**config.mk**
```make
export PLATFORM = sky130hd
export DESIGN_NAME = mem_bus_arbiter
export DESIGN_NICKNAME = d
export VERILOG_FILES = /design/src/rtl/mem_bus_arbiter.sv
export SDC_FILE = /design/constraint.sdc
export NUM_CORES = 1
export LEC_CHECK = 0
export ABC_CLOCK_PERIOD_IN_PS = 2300
export CAP_MARGIN = 20
export CORE_AREA = 8 8 208 210
export DETAILED_ROUTE_END_ITERATION = 8
export DIE_AREA = 0 0 216 218
export GPL_ROUTABILITY_DRIVEN = 0
export MAX_ROUTING_LAYER = met4
export PLACE_DENSITY = 0.57
export RECOVER_POWER = 25
export SYNTH_ARGS = -nofsm -noshare
export SYNTH_HDL_FRONTEND = slang
export SYNTH_SLANG_ARGS = --single-unit
```
**constraint.sdc**
```tcl
create_clock -name clk -period 2.3 [get_ports clk]
set_input_delay 0.23 -clock clk [delete_from_list [all_inputs] [get_ports clk]]
set_output_delay 0.23 -clock clk [all_outputs]
set_load 0.02 [all_outputs]
```
**src/rtl/mem_bus_arbiter.sv**
```systemverilog
// mem_bus_arbiter: round-robin arbiter sharing one memory bus between fetch (ireq/iresp) and data (dreq/dresp) ports, downstream creq/cresp
module mem_bus_arbiter (
  input  logic        clk,
  input  logic        reset,
  input  logic        ireq_valid,
  input  logic [63:0] ireq_addr,
  input  logic [2:0]  ireq_size,
  output logic        iresp_data_ok,
  output logic [63:0] iresp_data,
  input  logic        dreq_valid,
  input  logic [63:0] dreq_addr,
  input  logic [2:0]  dreq_size,
  input  logic [7:0]  dreq_strobe,
  input  logic [63:0] dreq_data,
  output logic        dresp_data_ok,
  output logic [63:0] dresp_data,
  output logic        creq_valid,
  output logic [63:0] creq_addr,
  output logic [2:0]  creq_size,
  output logic [7:0]  creq_strobe,
  output logic [63:0] creq_data,
  input  logic        cresp_data_ok,
  input  logic [63:0] cresp_data
);
  typedef enum logic {IDLE, BUSY} state_t;
  state_t state, state_nxt;
  logic owner, last_grant, abandoned, gnt_d, owner_valid, ok;
  always_ff @(posedge clk) state <= reset ? IDLE : state_nxt;
  always_comb begin
    gnt_d = dreq_valid && (!ireq_valid || !last_grant);
    owner_valid = owner ? dreq_valid : ireq_valid;
    state_nxt = state == IDLE ? ((ireq_valid || dreq_valid) ? BUSY : IDLE)
                              : (cresp_data_ok ? IDLE : BUSY);
  end
  always_comb begin
    creq_valid = state == BUSY;
    ok = state == BUSY && cresp_data_ok && !abandoned && owner_valid;
    iresp_data_ok = ok && !owner;
    dresp_data_ok = ok && owner;
    iresp_data = cresp_data;
    dresp_data = cresp_data;
  end
  always_ff @(posedge clk) begin
    if (reset) begin
      owner <= 1'b0;
      last_grant <= 1'b0;
      abandoned <= 1'b0;
      creq_addr <= '0;
      creq_size <= '0;
      creq_strobe <= '0;
      creq_data <= '0;
    end else if (state == IDLE) begin
      if (ireq_valid || dreq_valid) begin
        owner <= gnt_d;
        abandoned <= 1'b0;
        creq_addr <= gnt_d ? dreq_addr : ireq_addr;
        creq_size <= gnt_d ? dreq_size : ireq_size;
        creq_strobe <= gnt_d ? dreq_strobe : '0;
        creq_data <= gnt_d ? dreq_data : '0;
      end
    end else begin
      if (!owner_valid) abandoned <= 1'b1;
      if (cresp_data_ok) last_grant <= owner;
    end
  end
endmodule

```
Word level (Yosys, flattened, before mapping) --
Cells that the tools add are included.
Operators by class: equal/unequal tests 1, muxes and demuxes 11, bitwise gates (word level) 1, reductions and logical operators 16
Operator list (number):
- 64-bit two-way mux | 2
- 8-bit two-way mux | 1
- 1-bit two-way mux | 7
- 1-bit logical AND | 6
- 2-bit AND reduction | 3
- 1-bit logical NOT | 4
- 3-bit two-way mux | 1
- 1-bit logical OR | 2
- 2-bit inequality test, second input constant | 1
- 2-bit nonzero test | 1
- 1-bit inverter | 1
Word-level totals: flip-flop bits (word level) 143, bits of input ports 275, output and inout bits 270

Longest topological paths before layout --
Gate-level depths: netlist (run 1).
depth after elaboration 4, mapped depth 7, gate-level depth less buffers 3

Worst setup path after synthesis (run 1) --
Ideal clock, no wire load.
path type register to register, from register state, in the netlist creq_valid, to register creq_data[0], arrival time 1547 ps, slack 694 ps, cell stages (with the launch flop) 7, buffers on the path 3, clock period less this slack 1606 ps, path through dfxtp_1 > buf_4 > o21ba_1 > buf_2 > nor2_1 > buf_4 > a22o_1
On the way: cells in the longest elaborated chain, start to end 2
Ends and longest elaborated chain:
- start: declaration | line 26 | state_t state, state_nxt;
- start signal: assignment | line 28 | always_ff @(posedge clk) state <= reset ? IDLE : state_nxt;
- 1-bit inverter (no line)
- 2-bit AND reduction (no line)
- end signal: assignment | line 59 | creq_data <= gnt_d ? dreq_data : '0;
- end: declaration | line 21 | output logic [63:0] creq_data,
Every way passes these cells. A chain may end at the register's enable or synchronous reset.

Worst setup path in the final report (run 1) --
from input ireq_valid, to output iresp_data_ok
On the way: cells in the longest elaborated chain, start to end 3
Ends and longest elaborated chain:
- start: declaration | line 5 | input logic ireq_valid,
- 1-bit two-way mux | line 31 | owner_valid = owner ? dreq_valid : ireq_valid;
- 1-bit logical AND | line 37 | ok = state == BUSY && cresp_data_ok && !abandoned && owner_valid;
- 1-bit logical AND | line 38 | iresp_data_ok = ok && !owner;
- end: declaration | line 8 | output logic iresp_data_ok,
Every way passes these cells.

==> results.sh, run 1 <==
export IMPL_finalHoldViolCount=0
export IMPL_grt_antenna_before_repair=0
export IMPL_drive_gt1_share_pct=5.660
export IMPL_postRouteAntennaNets=0
export IMPL_cp_arrival_ps=1760
export IMPL_synth_area_sq_mm=0.006231
export IMPL_synth_cell_type_count=21
export IMPL_place_area_sq_mm=0.009374
export IMPL_vias=5692
export IMPL_first_iter_violations=410
export IMPL_end_kind="output pin"
export IMPL_syn_nets=959
export IMPL_synth_top_cell_by_area="dfxtp_1"
export IMPL_crit_top_cell="clkdlybuf4s50_1"
export IMPL_finalCritPeriodShare_pct=86.37
export IMPL_yosys_top_cells_area="dfxtp_1 (46%), buf_4 (17%), a22o_1 (10%)"
export IMPL_post_cts_buffers=0
export IMPL_crit_chain="clkdlybuf4s50_1 > nand2b_1 > nor3_1 > clkdlybuf4s50_1"
export IMPL_skew_ps=14.70
export IMPL_insertion_delay_ps=450
export IMPL_crit_path_start_kind="input port"
export IMPL_cts_max_level=4
export IMPL_slowest_delay_ps=640
export IMPL_cp_num_buf_inv=2
export IMPL_timing_fmax_mhz=503.4
export IMPL_grt_max_degree=73
export IMPL_die_h_um=218
export IMPL_grt_pass1_wl_um=40090
export IMPL_slew_headroom_pct=61.94
export IMPL_cts_hold_buf=0
export IMPL_synth_seq_cells=143
export IMPL_rsz0062_at_grt="no"
export IMPL_ios=545
export IMPL_cts_sinks=143
export IMPL_fin_tns_setup_ps=0
export IMPL_dp_cells=1401
export IMPL_synth_top_cell_area_share_pct=45.94
export IMPL_worstMarginPinSlew_ps=570.9
export IMPL_avgSynthCellArea_sq_um=9.110
export IMPL_fin_cells=1433
export IMPL_first_pass_iters=4
export IMPL_overflow=0
export IMPL_leakagePower_nw=3.635
export IMPL_nets=1163
export IMPL_final_cell_area_sq_mm=0.009942
export IMPL_period_needed_ps=1987
export IMPL_yosysSeqAreaShare_pct=45.94
export IMPL_start_util_pct=15.51
export IMPL_n_antenna_cell=0
export IMPL_yosys_warnings=0
export IMPL_cpLargestDelayFamily="buffers and inverters"
export IMPL_syn_inst=684
export IMPL_vias_per_cell=3.972
export IMPL_clock_tree_buffer_depth=2
export IMPL_required_ps=2070
export IMPL_cts_root_buf="clkbuf_16"
export IMPL_grt_pass1_vias=5880
export IMPL_p_per_area_mw_per_mm2=714.4
export IMPL_drc=0
export IMPL_fillers=4334
export IMPL_area_delta_synth_final_pct=59.56
export IMPL_hp_class="in2reg"
export IMPL_peakVddDrop_v=0.0004598
export IMPL_status="finished clean"
export IMPL_post_drt_wl_per_cell_um=19.99
export IMPL_port_buffers=352
export IMPL_slowest_stage="clkdlybuf4s50_1"
export IMPL_cts_resized=0
export IMPL_place_hpwl_um=22460
export IMPL_rows=74
export IMPL_clk_pin_slew_worst_paths_ps=60
export IMPL_mostFrequentLayoutCells="clkdlybuf4s50_1 (351), dfxtp_1 (143), a22o_1 (72)"
export IMPL_path_class="in2out"
export IMPL_die_w_um=216
export IMPL_setup_viol=0
export IMPL_core_sq_mm=0.04018
export IMPL_crit_path_max_fanout=5
export IMPL_die_area_sq_mm=0.04709
export IMPL_final_common_cell="clkdlybuf4s50_1"
export IMPL_numCtsBuffers=17
export IMPL_grtUsageTotal_pct=11.92
export IMPL_wl_um=28650
export IMPL_cts_tree="built"
export IMPL_maxSlewViolCount=0
export IMPL_max_cap_viol_count=0
metrics by stage:
step | hold WS (ps) | util [%] | total power [mW] | worst slack (ps)
finish | 247.6 | 24.74 | 7.103 | 313.5
floorplan | 333.8 | - | 3.834 | 693.7
detailed placement | 456.3 | 23.33 | 4.458 | 193.1
global placement | 455.2 | 23.33 | 4.443 | 261.4
CTS | 229.0 | 24.74 | 7.266 | 286.0
global route | 268.9 | 24.74 | 7.456 | 220.1
routing by layer:
layer	vias up	GRT usage, %	share of wire, %	wire, um
li1	2666	-	-	-
met1	2603	10.90	36	10190
met2	394	20.66	51	14720
met3	29	6.491	11	3141
met4	0	4.734	2.1	600
met5	-	-	0	0
state kept, by name (all words and copies together) (netlist names):
register and flops:
creq_size 3, owner 1, abandoned 1, creq_addr 64
last_grant 1, creq_data 64, creq_strobe 8, creq_valid 1
path summary, 6_finish.rpt:
| check | start | endpoint | slack (ps) | cells past startpoint |
|---|---|---|---|---|
| worst max register to register | creq_valid | creq_addr[5] | 790 | 5 |
| worst min register to register | creq_data[8] | creq_data[8] | 470 | 1 |
| worst min-delay path | reset | abandoned | 250 | 2 |
| worst max-delay path | ireq_valid | iresp_data_ok | 310 | 4 |
kinds of logic (layout without fill, tap and decap cells):
logic type | count (synthesis) | in the layout | synth area share, %
AO/OA/AOI/OAI | 214 | 214 | 24.62
buffers and inverters | 181 | 398 | 20.32
AND/OR/NAND/NOR | 146 | 146 | 9.116
flip-flops | 143 | 143 | 45.94
power breakdown:
group,switching [mW],internal (mW)
Combinational,0.761,0.841
Clock,1.17,1.55
Sequential,0.108,2.67
cell usage after synthesis, drive strengths merged:
cell and number:
nand2b 1, a32oi 1, nor3 4, a2bb2oi 1
a211oi 68, clkbuf 24, buf 157, a21boi 1
a21bo 1, dfxtp 143, nand3 1, nand2 70
o21bai 1, nor2 70, a21oi 68, o21ba 1
a22o 72
area by class of cell:
type | count | area (sq um) | area share (%)
well taps | 532 | 665.6 | 6.695
flip-flops and latches | 143 | 2863 | 28.79
clock buffers | 21 | 460.4 | 4.631
repair buffers | 366 | 3701 | 37.23
multi-input cells | 360 | 2145 | 21.57
clock inverters | 11 | 107.6 | 1.082
Power figures use the tool's default switching activity.
==> run 2: changes to the inputs <==
- ABC_CLOCK_PERIOD_IN_PS: 2300 -> unset
- CORE_AREA: 8 8 208 210 -> 8 8 205 207
- CTS_BUF_LIST: unset -> sky130_fd_sc_hd__clkbuf_4 sky130_fd_sc_hd__clkbuf_8
- DIE_AREA: 0 0 216 218 -> 0 0 213 215
- PLACE_DENSITY: 0.57 -> 0.58
==> results.sh, run 2 (synthesis results as in run 1) <==
export IMPL_p_seq_share_pct=43.1
export IMPL_grt_use_met2_pct=20.43
export IMPL_hp_start="reset"
export IMPL_grt_pass1_vias=5934
export IMPL_post_cts_buffers=0
export IMPL_drc=0
export IMPL_finalCritPeriodShare_pct=91.90
export IMPL_maxSlewViolCount=0
export IMPL_dpl_worst_slack_ps=172.6
export IMPL_port_buffers=352
export IMPL_ios=545
export IMPL_worstHoldEndpoint="owner"
export IMPL_post_drt_wl_per_cell_um=19.66
export IMPL_die_w_um=213
export IMPL_die_h_um=215
export IMPL_rows=73
export IMPL_period_needed_ps=2114
export IMPL_first_pass_iters=4
export IMPL_required_ps=2070
export IMPL_path_class="reg2out"
export IMPL_start_util_pct=15.98
export IMPL_cts_tree="built"
export IMPL_grt_pass1_wl_um=39700
export IMPL_setup_viol=0
export IMPL_timing_fmax_mhz=473.1
export IMPL_clk_pin_slew_worst_paths_ps=80
export IMPL_power_switching_mw=1.956
export IMPL_cp_arrival_ps=1880
export IMPL_grt_max_degree=73
export IMPL_postRouteAntennaNets=0
export IMPL_die_area_sq_mm=0.04580
export IMPL_met3_usage_pct=6.520
export IMPL_r2r_start="last_grant"
export IMPL_grtUsageTotal_pct=12.07
export IMPL_core_sq_mm=0.03900
export IMPL_slew_headroom_pct=63.25
export IMPL_insertion_delay_ps=490
export IMPL_peakVddDrop_v=0.0003053
export IMPL_clock_tree_buffer_depth=2
export IMPL_nets=1163
export IMPL_area_delta_synth_final_pct=56.69
export IMPL_regToRegSetupSlack_ps=810
export IMPL_rsz0062_at_grt="no"
export IMPL_cts_sinks=143
export IMPL_drive_gt1_share_pct=5.889
export IMPL_swShare_pct=30.38
export IMPL_grt_antenna_before_repair=0
export IMPL_r2r_end="creq_addr[8]"
export IMPL_cts_max_level=4
export IMPL_first_iter_violations=325
export IMPL_vias_per_cell=4.042
export IMPL_holdPathStages=2
export IMPL_ff2ff_path_depth=4
export IMPL_final_common_cell="clkdlybuf4s50_1"
export IMPL_leakagePower_nw=3.556
export IMPL_n_antenna_cell=0
export IMPL_p_per_area_mw_per_mm2=659.6
export IMPL_status="finished clean"
export IMPL_hp_class="in2reg"
export IMPL_max_cap_viol_count=0
export IMPL_use_met1_pct=11.03
export IMPL_worstMarginPinSlew_ps=551.2
export IMPL_end_kind="output pin"
export IMPL_vias=5760
export IMPL_finalHoldViolCount=0
export IMPL_place_hpwl_um=21880
export IMPL_skew_ps=14.55
export IMPL_crit_path_max_fanout=4
export IMPL_numCtsBuffers=17
export IMPL_wl_um=28020
export IMPL_clock_power_share_pct=32.2
export IMPL_mostFrequentLayoutCells="clkdlybuf4s50_1 (351), dfxtp_1 (143), a22o_1 (72)"
export IMPL_overflow=0
export IMPL_cts_root_buf="clkbuf_8"
export IMPL_fin_tns_setup_ps=0
export IMPL_grt_busiest_layer="met2"
export IMPL_p_int_mw=4.483
export IMPL_top_regs="creq_addr: 64 flops, creq_data: 64 flops, creq_strobe: 8 flops"
export IMPL_p_comb_share_pct=24.7
export IMPL_fin_ws_ps=186.3
export IMPL_crit_path_start_kind="flip-flop"
[run 2: cell count changes in the layout (fill, tap and decap cells not counted), sizes merged]
cell	change
bufinv	+1
clkinv	+1
clkbuf	-4
inv	+1
[run 2: cell type report]
class | instances | area, sq um
Fill cell | 4224 | 29240
Timing Repair Buffer | 366 | 3701
Sequential cell | 143 | 2863
Multi-Input combinational cell | 360 | 2150
Tap cell | 525 | 656.9
Clock buffer | 17 | 234.0
Clock inverter | 14 | 158.9
[run 2: worst max-delay path by stage]
stage             startpoint             to  slack [ps]  cells after the start
2_1_floorplan     creq_valid   creq_data[0]         690                      6
3_3_place_gp   cresp_data_ok  iresp_data_ok          90                      5
3_5_place_dp   cresp_data_ok  iresp_data_ok         170                      5
4_1_cts                owner  iresp_data_ok          90                      4
5_1_grt           creq_valid  dresp_data_ok          60                      3
6_report               owner  iresp_data_ok         190                      4
[run 2: what timing repair did]
item                                    CTS  global route
hold buffers                              0             0
endpoints found under the setup margin    1             0
gates resized for setup                   1             0
[run 2: through the flow]
| step | util, % | cell area [sq um] | std cells | total power, mW | hold slack [ps] |
|---|---|---|---|---|---|
| 2_1_floorplan | - | 6231 | 684 | 3.834 | 333.8 |
| 3_3_place_gp | 24.01 | 9365 | 1394 | 4.426 | 454.8 |
| 3_5_place_dp | 24.01 | 9365 | 1394 | 4.440 | 453.4 |
| 4_1_cts | 25.03 | 9763 | 1425 | 6.584 | 112.5 |
| 5_1_grt | 25.03 | 9763 | 1425 | 6.792 | 117.1 |
| 6_report | 25.03 | 9763 | 1425 | 6.439 | 176.4 |
[run 2: worst max-delay path, stage by stage, from the launching register on]
cell	delay [ps]
dfxtp_1	360
nand2b_1	190
nor3_2	140
buf_4	130
clkdlybuf4s50_1	590
[run 2: layer usage]
layer	share of wire (%)	up-vias
met3	13	50
met2	49	434
li1	-	2658
met1	34	2618
met5	0	-
met4	3.1	0
[run 2: power groups by stage]
stage | registers, mW | clock network [mW] | logic, mW
floorplan | 3.05 | 0 | 0.782
global placement | 2.83 | 0 | 1.60
detailed placement | 2.83 | 0 | 1.61
CTS | 2.78 | 2.19 | 1.61
global route | 2.80 | 2.29 | 1.70
finish | 2.78 | 2.07 | 1.59
